### src/rtl/wallace_pipe_mult.sv
// Pipelined N x N Wallace-tree multiplier with per-transaction signed or
// unsigned mode and valid/ready handshakes on both sides.
// Stage 1 captures the operands. Stage 2 builds Baugh-Wooley or plain partial
// products and reduces them to two rows with a carry-save tree. Stage 3 adds
// the two rows into prod. A single global advance signal stalls all stages.
module wallace_pipe_mult #(
   parameter int N = 8
) (
   input  logic           clk,
   input  logic           rst_n,
   input  logic           in_valid,
   output logic           in_ready,
   input  logic [N-1:0]   A,
   input  logic [N-1:0]   B,
   input  logic           sgn,
   output logic           out_valid,
   input  logic           out_ready,
   output logic [2*N-1:0] prod
);

   localparam int W      = 2 * N;
   localparam int R      = N + 1;   // N partial-product rows plus one correction row
   localparam int LEVELS = 8;       // enough 3:2 levels to reduce 17 rows to 2

   // carry-save sum of three rows
   function automatic logic [W-1:0] csa_sum(input logic [W-1:0] x,
                                            input logic [W-1:0] y,
                                            input logic [W-1:0] z);
      return x ^ y ^ z;
   endfunction

   // carry-save carry of three rows, already shifted to its weight
   function automatic logic [W-1:0] csa_carry(input logic [W-1:0] x,
                                              input logic [W-1:0] y,
                                              input logic [W-1:0] z);
      return ((x & y) | (x & z) | (y & z)) << 1;
   endfunction

   // Partial products plus Wallace reduction; returns {row1, row0}.
   // Signed mode inverts the cross terms that involve exactly one MSB and adds
   // the correction constant 2^N + 2^(2N-1) as an extra row.
   function automatic logic [2*W-1:0] wallace(input logic [N-1:0] a,
                                              input logic [N-1:0] b,
                                              input logic         s);
      logic [W-1:0] cur [R];
      logic [W-1:0] nxt [R];
      logic         bit_v;
      int           cnt;
      int           ncnt;
      int           base;
      for (int k = 0; k < R; k++) begin
         cur[k] = '0;
         nxt[k] = '0;
      end
      for (int i = 0; i < N; i++) begin
         for (int j = 0; j < N; j++) begin
            bit_v = a[j] & b[i];
            if (s && ((i == N - 1) != (j == N - 1))) begin
               bit_v = ~bit_v;
            end else begin
               bit_v = bit_v;
            end
            cur[i][i + j] = bit_v;
         end
      end
      cur[N][N]     = s;
      cur[N][W - 1] = s;
      cnt = R;
      for (int l = 0; l < LEVELS; l++) begin
         for (int k = 0; k < R; k++) begin
            nxt[k] = '0;
         end
         ncnt = 0;
         for (int g = 0; g < R; g++) begin
            base = 3 * g;
            if (base + 2 < cnt) begin
               nxt[ncnt]     = csa_sum(cur[base], cur[base + 1], cur[base + 2]);
               nxt[ncnt + 1] = csa_carry(cur[base], cur[base + 1], cur[base + 2]);
               ncnt = ncnt + 2;
            end else if (base < cnt) begin
               nxt[ncnt] = cur[base];
               ncnt = ncnt + 1;
               if (base + 1 < cnt) begin
                  nxt[ncnt] = cur[base + 1];
                  ncnt = ncnt + 1;
               end else begin
                  ncnt = ncnt;
               end
            end else begin
               ncnt = ncnt;
            end
         end
         for (int k = 0; k < R; k++) begin
            cur[k] = nxt[k];
         end
         cnt = ncnt;
      end
      return {cur[1], cur[0]};
   endfunction

   logic           adv_s;
   logic [N-1:0]   a_r;
   logic [N-1:0]   b_r;
   logic           sgn_r;
   logic           v1_r;
   logic [2*W-1:0] red_s;
   logic [W-1:0]   row0_r;
   logic [W-1:0]   row1_r;
   logic           v2_r;
   logic [W-1:0]   prod_r;
   logic           v3_r;

   assign adv_s     = !v3_r || out_ready;
   assign in_ready  = adv_s;
   assign out_valid = v3_r;
   assign prod      = prod_r;

   // reduce the captured operands to two carry-save rows
   always_comb begin
      red_s = wallace(a_r, b_r, sgn_r);
   end

   // stage 1: capture operands, mode and the input valid
   always_ff @(posedge clk or negedge rst_n) begin
      if (!rst_n) begin
         a_r   <= '0;
         b_r   <= '0;
         sgn_r <= 1'b0;
         v1_r  <= 1'b0;
      end else if (adv_s) begin
         a_r   <= A;
         b_r   <= B;
         sgn_r <= sgn;
         v1_r  <= in_valid;
      end else begin
         v1_r  <= v1_r;
      end
   end

   // stage 2: register the two reduced rows
   always_ff @(posedge clk or negedge rst_n) begin
      if (!rst_n) begin
         row0_r <= '0;
         row1_r <= '0;
         v2_r   <= 1'b0;
      end else if (adv_s) begin
         row0_r <= red_s[W-1:0];
         row1_r <= red_s[2*W-1:W];
         v2_r   <= v1_r;
      end else begin
         v2_r   <= v2_r;
      end
   end

   // stage 3: final carry-propagate add; prod keeps the last valid result
   always_ff @(posedge clk or negedge rst_n) begin
      if (!rst_n) begin
         prod_r <= '0;
         v3_r   <= 1'b0;
      end else if (adv_s) begin
         if (v2_r) begin
            prod_r <= row0_r + row1_r;
         end else begin
            prod_r <= prod_r;
         end
         v3_r <= v2_r;
      end else begin
         v3_r <= v3_r;
      end
   end

endmodule

### config.mk
export PLATFORM = sky130hd
export DESIGN_NAME = wallace_pipe_mult
export DESIGN_NICKNAME = d
export VERILOG_FILES = /design/src/rtl/wallace_pipe_mult.sv
export SDC_FILE = /design/constraint.sdc
export NUM_CORES = 1
export LEC_CHECK = 0
export ABC_AREA = 1
export CAP_MARGIN = 20
export CORE_MARGIN = 2
export CORE_UTILIZATION = 30
export CTS_BUF_LIST = sky130_fd_sc_hd__clkbuf_8
export CTS_CLUSTER_SIZE = 40
export DETAILED_ROUTE_END_ITERATION = 10
export MAX_ROUTING_LAYER = met4
export PLACE_DENSITY = 0.47
export SYNTH_ARGS = -nofsm -noshare
export SYNTH_HDL_FRONTEND = slang
export SYNTH_SLANG_ARGS = --single-unit
### constraint.sdc
create_clock -name clk -period 8.4 [get_ports clk]
set_clock_uncertainty 0.1 [all_clocks]
set_input_delay 0.84 -clock clk [delete_from_list [all_inputs] [get_ports clk]]
set_output_delay 0.84 -clock clk [all_outputs]
set_load 0.005 [all_outputs]
==> flow_summary.toml <==
[yosys]
synth.distinct_cells = 21
yosys_register_bits = 63
yosysWarningCount = 0
synth.net_count = 688
netlist_instances = 596
syn_area_per_cell_um2 = 7.87
synth.top_cell.area_share_pct = 33.6
seq_area_frac_synth_pct = 33.6
synth_largest_area_cell = "sky130_fd_sc_hd__dfrtp_1"
synth_top_cells_by_area = "sky130_fd_sc_hd__dfrtp_1 (34%), sky130_fd_sc_hd__nand2_1 (19%), sky130_fd_sc_hd__fa_1 (16%)"
post_synthesis_instance_area_um2 = 4690

[routing]
drt-pass1-iter-count = 4
drt-total-wl_mm = 9.94
drtAntennaViolNets = 0
num_vias = 3532
routed_via_density = 4.24
routedWlPerCell_um = 11.9
detail_route.iter0.violations = 169
drc = 0

[clock_network]
clock_tree_root_buffer_cell = "sky130_fd_sc_hd__clkbuf_8"
post-cts-setup-buffers = 0
cts_hold_buffers = 0
clock-sinks = 63
numCtsBuffers = 9
h-tree-depth = 3
clk_latency_ns = 0.37
clockBufferDepth = 2
clock_slew_at_reported_path_ffs_ns = 0.07
tritoncts_clock_tree = "built"
post_cts_resize_count = 0

[worst_setup_path]
critical_path_required_ns = 8.60
critPathLaunchType = "flip-flop"
crit_arrival_ns = 3.58
reg2reg_to = "row0_r[7]"
worst-r2r-cell-count = 8
worst_path_buf_inv = 1
crit_top_cell = "sky130_fd_sc_hd__fa_1"
path_max_fanout = 15
critical_path_class = "reg -> reg"
endpoint_kind = "flip-flop"
crit_reg_reg_startpoint = "sgn_r"
cell_breakdown_of_the_critical_path = "xor2_1, fa_1, fa_1, inv_1, fa_1, fa_1, nand2_1, nand2_1"
cp_slowest_cell = "sky130_fd_sc_hd__dfrtp_1"
crit_family = "adder cells"
worst_path_largest_cell_delay_ns = 0.81
worst_case_register_to_register_setup_slack_ns = 5.03

[timing]
timing.fmax_mhz = 297
final.hold.worst_slack_ns = 0.383
setup_viol = 0
max_slew.worst_pin.slew_ns = 0.810
maxSlewViolCount = 0
final.min_clock_period_ns = 3.37
finalHoldViolations = 0
setup_tns_ns = 0
timing.slew.headroom_pct = 46.0
fin_crit_sh_pct = 40.1
unrepaired_setup_endpoints_after_global_routing = "no"

[power]
static-leakage-power_nw = 3.00
irDropWorstVdd_mv = 0.0945
power_per_cell_area_nw_per_um2 = 363

[final_layout]
finalNonFillerCells = 833
n_antenna_cell = 0
post_route_cells_drive_above_1_share_pct = 4.18
finish.net_count = 709
synthToLayoutAreaGrowth_pct = 15.0

[global_routing]
grt_first_pass_wirelength_mm = 17.2
global_route.usage.total_pct = 13.6
via_count_of_the_first_global_routing_pass = 3602
global_route.overflow_total = 0
grt_antenna_before_repair = 0
grt_start_max_net_pins = 64

[hold_path]
hold_start = "prod[11]"
worst_hold_path.num_cells = 2
hold_end = "prod[11]"
hp-class = "reg -> reg"

[floorplan]
die_width_um = 129
placement_rows = 45
ios = 39
floorplan.initialDensity_pct = 30.8
height_of_the_die_um = 129
dieArea_um2 = 16700
core_area_um2 = 15300

[outcome]
status = "finished clean"

[place]
placed_cells_incl_taps = 817
half_perimeter_wire_length_after_placement_mm = 7.29
io_buffer_count = 38
place_congestion = 0.813

[job]
count_of_max_cap_constraint_violations = 0
power by group:
part / switching, mW / internal [mW]
Combinational: 0.650 / 0.513
Clock: 0.131 / 0.122
Sequential: 0.115 / 0.429
Total: 0.896 / 1.06
how the worst max path moves through the flow:
stage                     startpoint   endpoint  slack [ns]  cells after the start
after floorplan                sgn_r  row0_r[7]        5.29                     10
after global placement     out_ready   in_ready        5.06                      5
after detailed placement       sgn_r  row0_r[7]        4.99                      8
after CTS                      sgn_r  row0_r[7]        4.98                      8
after global routing           sgn_r  row0_r[7]        4.86                      8
final                          sgn_r  row0_r[7]        5.03                      8
per-layer routing:
metal | routed length, µm | up-vias | part of all wire (%) | global-route usage [%]
met5 | 0 | - | 0 | -
met4 | 150 | 0 | 1.5 | 4.09
met3 | 387 | 11 | 3.9 | 3.18
met2 | 4690 | 61 | 47 | 21.4
met1 | 4710 | 1672 | 47 | 17.4
li1 | - | 1788 | - | -
flip-flops by register name, summed over array words and instances (netlist names):
signal and flops:
prod 16, row0_r 16, row1_r 11, a_r 8, b_r 8, out_valid 1
sgn_r 1, v1_r 1, v2_r 1
Yosys cell counts (all sizes together):
cell    number
dfrtp       63
o21ai       23
xor2        15
ha          33
a31o         1
clkbuf      14
nand4        2
a21oi        8
nand3       15
a31oi        1
xnor2        3
nor2        19
nand2      232
nand3b       1
inv        111
buf         17
fa          38
stage by stage:
step / worst slack [ns] / power (mW) / cell area [µm²] / util, %
4_1_cts: 4.98 / 2.01 / 5400 / 35.4
2_1_floorplan: 5.29 / 1.41 / 4690 / -
3_5_place_dp: 4.99 / 1.74 / 5210 / 34.2
6_report: 5.03 / 1.96 / 5400 / 35.4
5_1_grt: 4.86 / 2.25 / 5400 / 35.4
3_3_place_gp: 5.06 / 1.72 / 5210 / 34.2
tightest hold or removal path, cell delays in order, from the launching register on:
cell                      delay (ns)
sky130_fd_sc_hd__dfrtp_1        0.35
sky130_fd_sc_hd__nand2_1        0.06
sky130_fd_sc_hd__nand2_1        0.05
area by class of cell:
class | count | area, µm²
clock buffer | 11 | 151
tap | 211 | 264
sequential | 63 | 1580
clock inverter | 5 | 32.5
multi-input combinational | 391 | 2560
fill | 1667 | 9860
inverter | 111 | 417
timing repair buffer | 41 | 398
cell usage in the layout, fill, tap and decap left out, types with 3 or more instances in the layout:
master                            Yosys  final
sky130_fd_sc_hd__ha_1                33     33
sky130_fd_sc_hd__nor2_1              18     18
sky130_fd_sc_hd__a21oi_1              6      6
sky130_fd_sc_hd__fa_1                38     38
sky130_fd_sc_hd__clkbuf_8             0     11
sky130_fd_sc_hd__clkinvlp_4           0      3
sky130_fd_sc_hd__nand2_1            232    232
sky130_fd_sc_hd__xnor2_1              3      3
sky130_fd_sc_hd__o21ai_0             23     23
sky130_fd_sc_hd__buf_4                1      3
sky130_fd_sc_hd__nand3_1             13     13
sky130_fd_sc_hd__xor2_1              15     15
sky130_fd_sc_hd__clkdlybuf4s50_1      0     37
sky130_fd_sc_hd__inv_1              111    110
sky130_fd_sc_hd__dfrtp_1             63     63
cells by family (layout without fill, tap and decap cells):
group / Yosys count / after routing / share of synthesized area (%)
AO/OA/AOI/OAI: 33 / 33 / 3.79
XOR/XNOR: 18 / 18 / 3.36
adder cells (fa/ha/maj): 71 / 71 / 25.0
buffers and inverters: 142 / 168 / 11.9
flip-flops: 63 / 63 / 33.6
AND/OR/NAND/NOR: 269 / 269 / 22.4
No activity file was read; power rests on OpenSTA's default activity.
